[src/rtl/stream_pkt_fifo.sv]
// Stream FIFO with optional packet-mode release: beats are held until a
// complete packet (or a full FIFO) is present, then drained first-word-fall-through.
module stream_pkt_fifo #(
  parameter int unsigned T_DATA_WIDTH = 8,
  parameter int unsigned T_ID___WIDTH = 3,
  parameter int unsigned DEPTH        = 4,
  parameter int unsigned PACKET_MODE  = 1
) (
  input  logic                      clk,
  input  logic                      rst_n,
  input  logic [T_DATA_WIDTH-1:0]   s_data_i,
  input  logic [T_ID___WIDTH-1:0]   s_id_i,
  input  logic                      s_last_i,
  input  logic                      s_valid_i,
  output logic                      s_ready_o,
  output logic [T_DATA_WIDTH-1:0]   m_data_o,
  output logic [T_ID___WIDTH-1:0]   m_id_o,
  output logic                      m_last_o,
  output logic                      m_valid_o,
  input  logic                      m_ready_i,
  output logic [$clog2(DEPTH):0]    count_o,
  output logic [$clog2(DEPTH):0]    pkt_count_o
);

  localparam int unsigned AW = $clog2(DEPTH);
  localparam int unsigned CW = AW + 1;

  logic [T_DATA_WIDTH-1:0] mem_data [DEPTH];
  logic [T_ID___WIDTH-1:0] mem_id   [DEPTH];
  logic [DEPTH-1:0]        mem_last;

  logic [CW-1:0] wr_ptr;
  logic [CW-1:0] rd_ptr;

  logic empty_c;
  logic full_c;
  logic wr_en_c;
  logic rd_en_c;
  logic wr_last_c;
  logic rd_last_c;

  // Pointer-based occupancy flags; the extra MSB distinguishes full from empty.
  assign empty_c = (wr_ptr == rd_ptr);
  assign full_c  = (wr_ptr[AW-1:0] == rd_ptr[AW-1:0]) && (wr_ptr[AW] != rd_ptr[AW]);

  assign s_ready_o = (count_o != CW'(DEPTH));

  // Full term lets an over-long packet drain instead of deadlocking.
  assign m_valid_o = !empty_c &&
                     ((PACKET_MODE == 0) || (pkt_count_o != '0) || full_c);

  assign m_data_o = mem_data[rd_ptr[AW-1:0]];
  assign m_id_o   = mem_id[rd_ptr[AW-1:0]];
  assign m_last_o = mem_last[rd_ptr[AW-1:0]];

  assign wr_en_c   = s_valid_i && s_ready_o;
  assign rd_en_c   = m_valid_o && m_ready_i;
  assign wr_last_c = wr_en_c && s_last_i;
  assign rd_last_c = rd_en_c && m_last_o;

  // Beat storage; cleared on reset so the head shows zeros while empty.
  always_ff @(posedge clk or negedge rst_n) begin
    if (!rst_n) begin
      for (int unsigned i = 0; i < DEPTH; i++) begin
        mem_data[i] <= '0;
        mem_id[i]   <= '0;
      end
      mem_last <= '0;
    end else if (wr_en_c) begin
      mem_data[wr_ptr[AW-1:0]] <= s_data_i;
      mem_id[wr_ptr[AW-1:0]]   <= s_id_i;
      mem_last[wr_ptr[AW-1:0]] <= s_last_i;
    end
  end

  // Read and write pointers, wrapping modulo 2*DEPTH.
  always_ff @(posedge clk or negedge rst_n) begin
    if (!rst_n) begin
      wr_ptr <= '0;
      rd_ptr <= '0;
    end else begin
      if (wr_en_c) wr_ptr <= wr_ptr + CW'(1);
      if (rd_en_c) rd_ptr <= rd_ptr + CW'(1);
    end
  end

  // Stored-beat counter.
  always_ff @(posedge clk or negedge rst_n) begin
    if (!rst_n) begin
      count_o <= '0;
    end else begin
      case ({wr_en_c, rd_en_c})
        2'b10:   count_o <= count_o + CW'(1);
        2'b01:   count_o <= count_o - CW'(1);
        default: count_o <= count_o;
      endcase
    end
  end

  // Complete-packet counter: last beat written in, last beat read out.
  always_ff @(posedge clk or negedge rst_n) begin
    if (!rst_n) begin
      pkt_count_o <= '0;
    end else begin
      case ({wr_last_c, rd_last_c})
        2'b10:   pkt_count_o <= pkt_count_o + CW'(1);
        2'b01:   pkt_count_o <= pkt_count_o - CW'(1);
        default: pkt_count_o <= pkt_count_o;
      endcase
    end
  end

endmodule

[config.mk]
export PLATFORM = sky130hd
export DESIGN_NAME = stream_pkt_fifo
export DESIGN_NICKNAME = d
export VERILOG_FILES = /design/src/rtl/stream_pkt_fifo.sv
export SDC_FILE = /design/constraint.sdc
export NUM_CORES = 1
export LEC_CHECK = 0
export CAP_MARGIN = 30
export CORE_MARGIN = 4
export CORE_UTILIZATION = 45
export CTS_CLUSTER_SIZE = 20
export DETAILED_ROUTE_END_ITERATION = 12
export GPL_TIMING_DRIVEN = 0
export PLACE_DENSITY = 0.76
export SLEW_MARGIN = 20
export SYNTH_ARGS = -nofsm -noshare
export SYNTH_HDL_FRONTEND = slang
export SYNTH_SLANG_ARGS = --single-unit
[constraint.sdc]
create_clock -name clk -period 2.2 [get_ports clk]
set_input_delay 0.66 -clock clk [delete_from_list [all_inputs] [get_ports clk]]
set_output_delay 0.66 -clock clk [all_outputs]
set_load 0.02 [all_outputs]
==> out/metrics.csv <==
stage;metric;value;unit
final_layout;number of non-filler instances in the completed layout;325;
floorplan;horizontal extent of the die;90.71;um
timing;RSZ-0062 raised after global routing;yes;
run;Max-cap violations;0;
logic_synthesis;cell type contributing the most total cell area after synthesis;dfrtp_1;
timing;Final Worst Setup Slack;-0.1700;ns
logic_synthesis;synthesized cell area;3078;um^2
routing;number of design-rule violations left by the first detailed-router iteration;48;
logic_synthesis;post-synthesis instance total;187;
setup_path;critical path class;flop to output port;
setup_path;worst setup slack for register-to-register paths;-0.10;ns
logic_synthesis;leading cell types by total area after synthesis;dfrtp_1 (49%), mux2_4 (19%), mux4_2 (8.8%);
logic_synthesis;number of enable-type register cells in the synthesized netlist;0;
floorplan;Core ar.;6495;um^2
global_route;pin count of the biggest net entering global routing;59;
routing;amount of wire on met2 after detailed routing;2754;um
power;power consumption;7.000;mW
worst_hold_path;type of the most critical hold path;input pin to asynchronous set/reset pin;
timing;Slew Viols, Final;0;
logic_synthesis;area fraction of the dominant cell type after synthesis;0.4878;
global_route;total global-route track usage;0.1473;
routing;wire length on met3;215;um
timing;Least-Margin Pin Slew;0.3112;ns
timing;Post-Route Setup TNS;-2.035;ns
place;sum of net half-perimeters after detailed placement;3594;um
setup_path;Register-to-Register Path Depth;12;
setup_path;reg2reg end;pkt_count_o[2];
setup_path;capturing element type of the critical path;output port;
run_status;status;complete, but fails checks;
power;static leakage;1.828;nW
logic_synthesis;async set or reset register ratio after synthesis;1.000;
final_layout;ant diodes;0;
final_layout;fraction of final layout cells sized beyond drive strength 1;0.5282;
logic_synthesis;cell with the most instances after synthesis;dfrtp_1;
global_route;final global-route overflow total;0;
logic_synthesis;syn_area_per_cell;16.46;um^2
routing;Vias/cell;5.098;
routing;wire length on met1;2539;um
routing;total iterations of the first detailed-routing run;4;
clock_tree;CTS max path bufs;2;
global_route;via count of the first global-routing pass;1789;
timing;Final Skew;0.008447;ns
clock_tree;clock transition at the register clock pins on the worst setup and hold paths after CTS;0.06;ns
setup_path;Startpoint Class;flop;
routing;count of antenna-violating nets left after detailed routing;0;
setup_path;required time of the worst setup path;1.54;ns
logic_synthesis;nets in the synthesized netlist;212;
logic_synthesis;most frequent cells after synthesis;dfrtp_1 (60), mux2_4 (39), mux4_2 (12);
routing;detailed-route wire length per cell;17.15;um
logic_synthesis;post-synthesis register bit count;60;
setup_path;Data arrival, critical path;1.71;ns
timing;min Tclk post-route;2.370;ns
timing;Slew headroom;0.7908;
floorplan;number of I/O pins;36;
floorplan;cell row count;29;
floorplan;Chip Height;90.71;um
floorplan;die area;8227;um^2
clock_tree;CTS root buf;clkbuf_8;
place;pre-CTS setup slack;-0.5726;ns
timing;hold slack final;0.1277;ns
clock_tree;number of buffers inserted by hold repair at cts;0;
logic_synthesis;number of distinct library cells after synthesis;24;
routing;highest routed layer;met4;
clock_tree;maximum level of the CTS H-tree;3;
run_status;violations in the final reports;setup timing;
routing;Post-route DRC;0;
timing;setup-violating endpoint count in the final report;16;
setup_path;critical register-to-register path startpoint;rd_ptr[0];
clock_tree;worst skew pair latency;0.33;ns
power;worst ir drop on vdd;737.6;uV
place;number of buffers added on ports;35;
place;total placed cells including tap cells;300;
place;global placement routability congestion;0.6906;
timing;final hold violations;0;
clock_tree;cts bufs inserted;9;
global_route;global-route wire length before repair;9301;um
clock_tree;TritonCTS sink count;60;
final_layout;Nets;268;
power;ratio of total power to cell area;1776;nW/um^2
routing;post-detailed-routing wire length;5575;um
final_layout;count of fill cells added during filler insertion;481;
logic_synthesis;Synth warnings;0;
setup_path;Max FO, Critical Path;7;
timing;Final period util;1.077;
final_layout;area grow syn2layout;28.05;%
logic_synthesis;most used flip-flop cell after synthesis;dfrtp_1;
timing;timing-limited maximum frequency;421.9;MHz
global_route;number of antenna violations at the first check in global routing;0;
floorplan;effective utilization at floorplan;0.4739;
logic_synthesis;sequential area share after synthesis;0.4878;
routing;Vias;1657;
clock_tree;TritonCTS clock tree;done;
## layout by cell type, fill, tap and decap left out, types with 2 or more instances in the layout
cell,netlist,routed
clkbuf_1,1,3
nand3_1,4,3
clkdlybuf4s50_1,0,20
dfrtp_1,60,57
buf_16,0,2
nor2_1,3,3
mux4_2,12,12
clkbuf_8,0,12
dfrtp_2,0,3
inv_2,0,3
inv_1,10,6
and2_4,1,3
xnor2_1,8,8
nand2_8,4,4
buf_6,0,14
fa_2,0,2
buf_4,0,9
buf_12,5,6
mux2_4,39,39
ha_4,0,2
ha_1,7,5
xor2_1,6,5
mux2i_1,2,2
mux2_2,10,10
## per-layer routing
metal / vias up / global-route usage
met4: 0 / 0.06122
met5: - / 0
met3: 7 / 0.04083
li1: 770 / -
met2: 26 / 0.2341
met1: 854 / 0.1894
## cell type report
| type | instances | area (um^2) | share of cell area |
|---|---|---|---|
| Clock buffer | 15 | 176.4 | 0.04476 |
| Timing Repair Buffer | 46 | 489.2 | 0.1241 |
| Tap cell | 77 | 96.34 | 0.02444 |
| Multi-Input combinational cell | 108 | 1486 | 0.3771 |
| Sequential cell | 60 | 1505 | 0.3819 |
| Inverter | 10 | 40.04 | 0.01016 |
| Buffer | 8 | 142.6 | 0.03619 |
| Clock inverter | 1 | 5.005 | 0.001270 |
## power by group
| part | internal (mW) | switching, mW | leakage [nW] |
|---|---|---|---|
| combinational | 2.41 | 1.60 | 1.03 |
| sequential | 1.69 | 0.400 | 0.708 |
| clock | 0.501 | 0.393 | 0.0937 |
| total | 4.61 | 2.39 | 1.83 |
## worst max path at each step
stage	start	to	slack (ns)	cells after the start
after floorplan	count_o[1]	pkt_count_o[2]	-0.03	10
after global placement	rst_n	count_o[0]	-1.66	1
after detailed placement	rd_ptr[0]	m_data_o[4]	-0.57	4
after CTS	rd_ptr[0]	m_data_o[7]	-0.18	4
after global routing	rd_ptr[0]	m_data_o[0]	-0.24	4
final	rd_ptr[0]	m_data_o[7]	-0.17	4
## critical path, stage by stage (launching register included)
cell     delay [ns]
dfrtp_1        0.40
buf_8          0.17
buf_12         0.14
mux4_2         0.52
buf_6          0.15
## through the flow
stage	instance area, um^2	utilization
floorplan	3127	-
global placement	3573	0.5502
detailed placement	3598	0.5540
CTS	3910	0.6020
global route	3941	0.6068
finish	3941	0.6068
## cell families (layout without fill, tap and decap cells)
logic type      after synthesis  count (layout)  synth area share
fa+ha+maj                     9               9           0.04146
xor+xnor                     14              14           0.03984
mux                          63              63            0.3211
compound gates                4               4          0.008944
flops                        60              60            0.4878
buf+inv                      19              80           0.05081
simple gates                 18              18           0.05000
## state kept, by name (all words and copies together) (netlist names)
signal,count
pkt_count_o,3
mem_data,32
rd_ptr,3
count_o,3
mem_last,4
mem_id,12
wr_ptr,3
## timing repair
action                                  4_1_cts  5_1_grt
setup buffers                                 7        2
gates cloned                                  1        0
endpoints found under the setup margin       17       17
pin swaps                                     8        5
resized for setup                            91        5
No activity file was read; power rests on OpenSTA's default activity.
